[config.mk]
export PLATFORM = sky130hd
export DESIGN_NAME = pipe_stage_reg
export DESIGN_NICKNAME = d
export VERILOG_FILES = /design/src/rtl/pipe_stage_reg.sv
export SDC_FILE = /design/constraint.sdc
export NUM_CORES = 1
export LEC_CHECK = 0
export ABC_AREA = 1
export CAP_MARGIN = 10
export CORE_AREA = 2 2 207 209
export CTS_BUF_LIST = sky130_fd_sc_hd__clkbuf_8
export DETAILED_ROUTE_END_ITERATION = 8
export DIE_AREA = 0 0 209 211
export HOLD_SLACK_MARGIN = 0.05
export PLACE_DENSITY = 0.67
export SYNTH_ARGS = -nofsm -noshare
export SYNTH_HDL_FRONTEND = slang
export SYNTH_SLANG_ARGS = --single-unit
[constraint.sdc]
create_clock -name clock -period 3.4 [get_ports clock]
set_input_delay 0.51 -clock clock [delete_from_list [all_inputs] [get_ports clock]]
set_output_delay 0.51 -clock clock [all_outputs]
set_load 0.005 [all_outputs]
[src/rtl/pipe_stage_reg.sv]
// Pipeline-stage register with valid/ready handshake, 2-entry skid buffer and synchronous flush.
// Define PIPE_STAGE_PERF_EN to add the stall_cnt/bubble_cnt performance counters.
module pipe_stage_reg #(
  parameter int CTRL_W = 16,
  parameter int DATA_W = 165,
  parameter int CNT_W  = 32
) (
  input  logic              clock,
  input  logic              reset,
  input  logic              flush,
  input  logic              in_valid,
  output logic              in_ready,
  input  logic [CTRL_W-1:0] in_ctrl,
  input  logic [DATA_W-1:0] in_data,
  output logic              out_valid,
  input  logic              out_ready,
  output logic [CTRL_W-1:0] out_ctrl,
  output logic [DATA_W-1:0] out_data
`ifdef PIPE_STAGE_PERF_EN
  ,
  output logic [CNT_W-1:0]  stall_cnt,
  output logic [CNT_W-1:0]  bubble_cnt
`endif
);

  // Encoding is {main valid, skid valid}; 2'b01 cannot be reached.
  typedef enum logic [1:0] {
    EMPTY = 2'b00,
    ONE   = 2'b10,
    FULL  = 2'b11
  } stateT;

  stateT state_q, state_d;

  logic [CTRL_W-1:0] mainCtrl_q, mainCtrl_d, skidCtrl_q, skidCtrl_d;
  logic [DATA_W-1:0] mainData_q, mainData_d, skidData_q, skidData_d;
  logic              acc, drn;
  logic              loadMainIn, loadMainSkid, loadSkid;

  assign acc = in_valid & in_ready;
  assign drn = out_valid & out_ready;

  always_ff @(posedge clock) begin
    if (reset) state_q <= EMPTY;
    else       state_q <= state_d;
  end

  // Flush squashes both entries and discards any concurrent accept.
  always_comb begin
    state_d      = state_q;
    loadMainIn   = 1'b0;
    loadMainSkid = 1'b0;
    loadSkid     = 1'b0;
    if (flush) begin
      state_d = EMPTY;
    end else begin
      case (state_q)
        EMPTY: begin
          if (acc) begin
            state_d    = ONE;
            loadMainIn = 1'b1;
          end
        end
        ONE: begin
          if (acc && drn) begin
            loadMainIn = 1'b1;
          end else if (drn) begin
            state_d = EMPTY;
          end else if (acc) begin
            state_d  = FULL;
            loadSkid = 1'b1;
          end
        end
        FULL: begin
          if (drn) begin
            state_d      = ONE;
            loadMainSkid = 1'b1;
          end
        end
        default: state_d = EMPTY;
      endcase
    end
  end

  always_comb begin
    in_ready  = (state_q != FULL);
    out_valid = state_q[1];
    out_ctrl  = state_q[1] ? mainCtrl_q : '0;
    out_data  = mainData_q;
  end

  always_comb begin
    mainCtrl_d = mainCtrl_q;
    mainData_d = mainData_q;
    skidCtrl_d = skidCtrl_q;
    skidData_d = skidData_q;
    if (loadMainIn) begin
      mainCtrl_d = in_ctrl;
      mainData_d = in_data;
    end else if (loadMainSkid) begin
      mainCtrl_d = skidCtrl_q;
      mainData_d = skidData_q;
    end
    if (loadSkid) begin
      skidCtrl_d = in_ctrl;
      skidData_d = in_data;
    end
  end

  always_ff @(posedge clock) begin
    if (reset) begin
      mainCtrl_q <= '0;
      mainData_q <= '0;
      skidCtrl_q <= '0;
      skidData_q <= '0;
    end else begin
      mainCtrl_q <= mainCtrl_d;
      mainData_q <= mainData_d;
      skidCtrl_q <= skidCtrl_d;
      skidData_q <= skidData_d;
    end
  end

`ifdef PIPE_STAGE_PERF_EN
  logic [CNT_W-1:0] stallCnt_q, bubbleCnt_q;

  // Counters survive flush; only reset clears them.
  always_ff @(posedge clock) begin
    if (reset) begin
      stallCnt_q  <= '0;
      bubbleCnt_q <= '0;
    end else begin
      if (out_valid && !out_ready) stallCnt_q <= stallCnt_q + CNT_W'(1);
      if (!out_valid)              bubbleCnt_q <= bubbleCnt_q + CNT_W'(1);
    end
  end

  assign stall_cnt  = stallCnt_q;
  assign bubble_cnt = bubbleCnt_q;
`else
  logic [CNT_W-1:0] perfUnused;
  assign perfUnused = '0;
`endif

endmodule

==> metrics.cfg, run 1 <==
[outcome]
status = complete, no violations

[logic_synthesis]
synth_top_area_share = 0.450
synth-warning-count = 0
ys_ff_latch = 364
synth.most_common_cell = nand2_1
synth-xor-area-share = 0
yosys.area.top_type = dfxtp_1
avgSynthCellArea_sq_um = 7.09
syn-num-nets = 2475
syn_inst = 2284
synth_top_family_by_area = simple AND/OR/NAND/NOR gates
async_reset_ff_frac = 0
yosysSeqAreaShare = 0.450
synth_commonest_cells = nand2_1, dfxtp_1, nand3_1
synth_edf_count = 0
yosys-top-cells-area = dfxtp_1, nand2_1, nand3_1
synth_compound_gate_area_share = 0.113
yosysUniqueCellTypes = 24
synthesis.area_sq_um = 16200
synthAdderAreaFrac = 0.00386
synth_mux_area_frac = 0
yosys.area_share.simple = 0.319
synth_flop_cell = dfxtp_1

[clocking]
clock_path_buffers = 3
cts_made_buffers = 67
cts_setup_buffers = 0
clkSlewWorstSetupHoldPaths_ns = 0.06
clock_tree.root_cell = clkbuf_8
cts_resized = 0
cts_sinks = 364
tritoncts = built
clock_latency_ns = 0.61
postCtsHoldBufs = 0
cts_max_level = 3

[power]
p_per_area_nw_per_um2 = 461
finalPower_w = 0.00979
ir_drop_mv = 0.331
p_leak_nw = 8.06

[grt]
grt_start_max_net_pins = 182
grt_overflow = 0
antenna_found_initial = 12
grt_pass1_wl_um = 86200
grtUsageTotal = 0.240
grt_pass1_vias = 15613

[hold_path]
worstHoldEndpoint = out_data[77]
worstHoldStart = reset
holdPathStages = 2
holdCritPathClass = in2reg

[detailed_routing]
drtIter0Drc = 1424
viasPerCell = 5.41
routedWlPerCell_um = 17.6
drc = 0
ant_nets = 0
routed_wirelength_um = 54800
drt-pass1-iter-count = 5
vias = 16888

[finish]
drive_gt1_frac = 0.0493
fillCellCount = 3963
design.final.nets = 2720
syn2layout_area_growth_pct = 31.0

[floorplanning]
die_y_um = 211
die-area_sq_um = 44100
core_area_sq_um = 41800
start_util = 0.388
ioPinCount = 369
rows = 75
die_x_um = 209

[worst_setup_path]
cp-end-kind = flop
reg2reg_from = state_q[1]
reg2reg_depth = 8
cp_max_fo = 152
start_kind = flop
critPathRequiredTime_ns = 3.91
setup.worst_path.class = reg2reg
r2r_slack_ns = 0.57
regToRegEndpoint = out_data[125]
cp.arrival_ns = 3.35

[placed_design]
dp_hpwl_um = 31600
place_ws_ns = 0.655
routabilityCongestion = 0.797
port_buffers = 368

[timing]
setup_tns_ns = 0
maxSlewHeadroom = 0.288
fmax_mhz = 353
slew_violations = 0
max_slew.worst_pin.slew_ns = 1.07
post-route-period-util = 0.832
rsz0062_at_grt = false
fin_ws_ns = 0.570
fin_crit_ns = 2.83
setup_viol = 0
skew_ns = 0.0358
finalHoldViolCount = 0

[job]
max_cap_violations = 0

[cells by family (layout without fill, tap and decap cells)]
logic type / count (synthesis) / in the layout
AOI/OAI and AO/OA: 366 / 366
adders and majority gates: 5 / 5
buffers and inverters: 425 / 717
DFF: 364 / 364
other: 0 / 4
and+or+nand+nor: 1124 / 1124
[metal layers]
metal / up-vias / part of all wire / GRT usage
met5: - / 0.0014 / 0
met4: 12 / 0.023 / 0.0771
met3: 97 / 0.093 / 0.0684
met2: 741 / 0.44 / 0.359
met1: 7925 / 0.44 / 0.333
li1: 8113 / - / -
[critical path, cell delays in order, from the launching register on]
cell,delay (ns)
dfxtp_1,0.56
inv_1,0.14
ha_1,0.25
nand3b_1,0.22
o21ai_4,0.12
nand2_4,0.32
buf_12,0.58
nand3_1,0.19
a21oi_1,0.23
[power breakdown]
group,switching (W),internal [W],leakage (nW),total [W]
Clock,0.00184,0.00216,0.760,0.00400
Combinational,0.000701,0.000568,4.34,0.00127
Sequential,0.0000947,0.00442,2.95,0.00452
Total,0.00263,0.00715,8.06,0.00979
[registers in the layout, summed over array words and instances (netlist names)]
name / flops
skidCtrl_q: 16
skidData_q: 165
out_data: 165
state_q: 2
mainCtrl_q: 16
[through the flow]
stage | instances | hold slack, ns | utilization | cell area, sq um
after floorplan | 2284 | 0.440 | - | 16200
after global placement | 2999 | 0.448 | 0.477 | 19900
after detailed placement | 2999 | 0.452 | 0.477 | 19900
after CTS | 3115 | 0.428 | 0.508 | 21200
after global routing | 3117 | 0.452 | 0.508 | 21200
final | 3119 | 0.454 | 0.508 | 21200
[final cells by class]
class                   instances  area, sq um  share of cell area
multi-input cells            1495         7090               0.334
repair buffers                395         4090               0.193
diodes                          4         10.0            0.000472
well taps                     539          674              0.0318
inverters                     206          788              0.0372
clock inverters                34          136             0.00643
flip-flops and latches        364         7290               0.344
clock buffers                  82         1130              0.0532
[worst max path at each step]
| stage | end | start | slack [ns] | cells after the start |
|---|---|---|---|---|
| after global placement | out_data[84] | in_valid | 0.70 | 7 |
| final | out_data[125] | state_q[1] | 0.57 | 8 |
| after global routing | out_data[125] | state_q[1] | 0.44 | 8 |
| after floorplan | out_data[75] | state_q[1] | 1.49 | 11 |
| after detailed placement | out_data[66] | in_valid | 0.66 | 7 |
| after CTS | out_ctrl[4] | state_q[1] | 0.60 | 4 |
[cell usage in the layout, fill, tap and decap left out, drive strengths merged, types with 4 or more instances in the layout]
cell type and count:
a21oi 363, nand2 568, inv 235, buf 28, clkbuf 82, ha 5
diode 4, nand4 182, nor2 6, clkdlybuf4s50 367, nand3 364, dfxtp 364
clkinv 4
(Power assumes the default switching activity.)
==> inputs of run 2 (changes only) <==
Settings changed: PLACE_DENSITY 0.67 to 0.7.
Clock period 3.4 ns to 2.32 ns, I/O delays scaled along.
==> metrics.cfg, run 2 (synthesized netlist as in run 1, its figures left out) <==
[clocking]
clock_path_buffers = 3  ; unchanged
clock_latency_ns = 0.62  ; about the same
clock_tree.root_cell = clkbuf_8
cts_setup_buffers = 0  ; unchanged
tritoncts = built
cts_sinks = 364  ; unchanged
cts_max_level = 3  ; unchanged
cts_made_buffers = 66  ; -1.5%
clkSlewWorstSetupHoldPaths_ns = 0.06  ; about the same

[floorplanning]
core_area_sq_um = 41800  ; unchanged
start_util = 0.388  ; unchanged
ioPinCount = 369  ; unchanged
die-area_sq_um = 44100  ; unchanged
die_y_um = 211  ; unchanged
rows = 75  ; unchanged
die_x_um = 209  ; unchanged

[worst_setup_path]
cp-end-kind = flop
critPathRequiredTime_ns = 2.85  ; -1.06 ns
start_kind = flop
cp.arrival_ns = 2.74  ; -0.61 ns
setup.worst_path.class = reg2reg
cp_max_fo = 144  ; -5.3%

[finish]
design.final.nets = 2753  ; +1.2%
final_cell_mix = nand2_1, nand3_1, clkdlybuf4s50_1, a21oi_1, dfxtp_1
final_common_cell = nand2_1
fillCellCount = 3933  ; -0.76%
drive_gt1_frac = 0.0630  ; +0.0137
seqCellArea_sq_um = 7290  ; about the same
syn2layout_area_growth_pct = 34.1
multi_input_area_sq_um = 7090  ; unchanged

[placed_design]
routabilityCongestion = 0.846  ; +6.1%
port_buffers = 368  ; unchanged
dp_hpwl_um = 34100  ; +8.0%
place_ws_ns = 0.0785  ; -0.577 ns

[timing]
fin_ws_ns = 0.112  ; -0.458 ns
max_slew.worst_pin.slew_ns = 0.805  ; -0.263 ns
finalHoldViolCount = 0  ; unchanged
post-route-period-util = 0.952  ; +0.119
maxSlewHeadroom = 0.463  ; +0.176
skew_ns = 0.0320  ; -0.00371 ns
rsz0062_at_grt = false
fin_crit_ns = 2.21  ; -0.622 ns
slew_violations = 0  ; unchanged
setup_tns_ns = 0  ; unchanged
fmax_mhz = 453  ; +28%
setup_viol = 0  ; unchanged

[detailed_routing]
routed_wirelength_um = 54700  ; -0.24%
drc = 0  ; unchanged
routedWlPerCell_um = 17.4  ; -1.1%
viasPerCell = 5.40  ; -0.26%
drtIter0Drc = 1400  ; -1.7%
vias = 16984  ; +0.57%
ant_nets = 0  ; unchanged
drt-pass1-iter-count = 6  ; +1

[grt]
grtUsageTotal = 0.240  ; about the same
grt_start_max_net_pins = 145  ; -20%
grt_overflow = 0  ; unchanged
antenna_found_initial = 7  ; -5
grt_pass1_vias = 16264  ; +4.2%
grt_pass1_wl_um = 86300  ; +0.13%

[outcome]
status = complete, no violations

[power]
ir_drop_mv = 0.380  ; +15%
p_per_area_nw_per_um2 = 675  ; +46%
p_leak_nw = 8.32  ; +3.3%

[hold_path]
holdCritPathClass = in2reg

[job]
max_cap_violations = 0  ; unchanged

-- run 2: worst paths after layout --
| path | cells past startpoint | to | slack, ns | start |
|---|---|---|---|---|
| hold / removal | 2 | out_data[70] | 0.14 | reset |
| setup reg to reg | 8 | out_data[49] | 0.11 | state_q[0] |
| setup / recovery | 8 | out_data[49] | 0.11 | state_q[0] |
| hold reg to reg | 2 | skidCtrl_q[14] | 0.46 | skidCtrl_q[14] |
-- run 2: where the power goes --
part / switching (W) / internal (W) / total [W]
clock: 0.00269 / 0.00341 / 0.00609
combinational: 0.00104 / 0.000904 / 0.00194
sequential: 0.000137 / 0.00649 / 0.00662
-- run 2: critical path: stages (launching register included) --
cell,delay (ns)
dfxtp_1,0.40
inv_1,0.10
ha_1,0.21
nand3b_1,0.19
o21ai_4,0.14
nand2_4,0.10
buf_16,0.37
nand3_1,0.13
a21oi_1,0.21
-- run 2: through the flow --
| step | power [W] | instance area [sq um] | hold WS [ns] | instances | util |
|---|---|---|---|---|---|
| global route | 0.0153 | 21700 | 0.134 | 3142 | 0.519 |
| global placement | 0.00865 | 20400 | 0.448 | 3033 | 0.488 |
| CTS | 0.0148 | 21700 | 0.102 | 3142 | 0.519 |
| floorplan | 0.00762 | 16200 | 0.440 | 2284 | - |
| finish | 0.0147 | 21700 | 0.143 | 3145 | 0.520 |
| detailed placement | 0.00868 | 20400 | 0.452 | 3033 | 0.488 |
-- run 2: final cells by class --
type / count / share of cell area
antenna: 3 / 0.000346
clock buffer: 79 / 0.0501
clock inverter: 30 / 0.0100
inverter: 206 / 0.0363
multi-input combinational: 1495 / 0.327
sequential: 364 / 0.336
tap: 539 / 0.0311
timing repair buffer: 429 / 0.209
-- run 2: per-layer routing --
layer | vias to the layer above | part of all wire | GRT usage
met5 | - | 0.00097 | 0
met1 | 7934 | 0.42 | 0.310
met4 | 8 | 0.019 | 0.0759
li1 | 8171 | - | -
met2 | 783 | 0.46 | 0.388
met3 | 88 | 0.094 | 0.0684
-- run 2: timing repair --
item	4_1_cts	5_1_grt
gates resized for setup	3	4
endpoints found under the setup margin	17	6
hold buffers	0	0
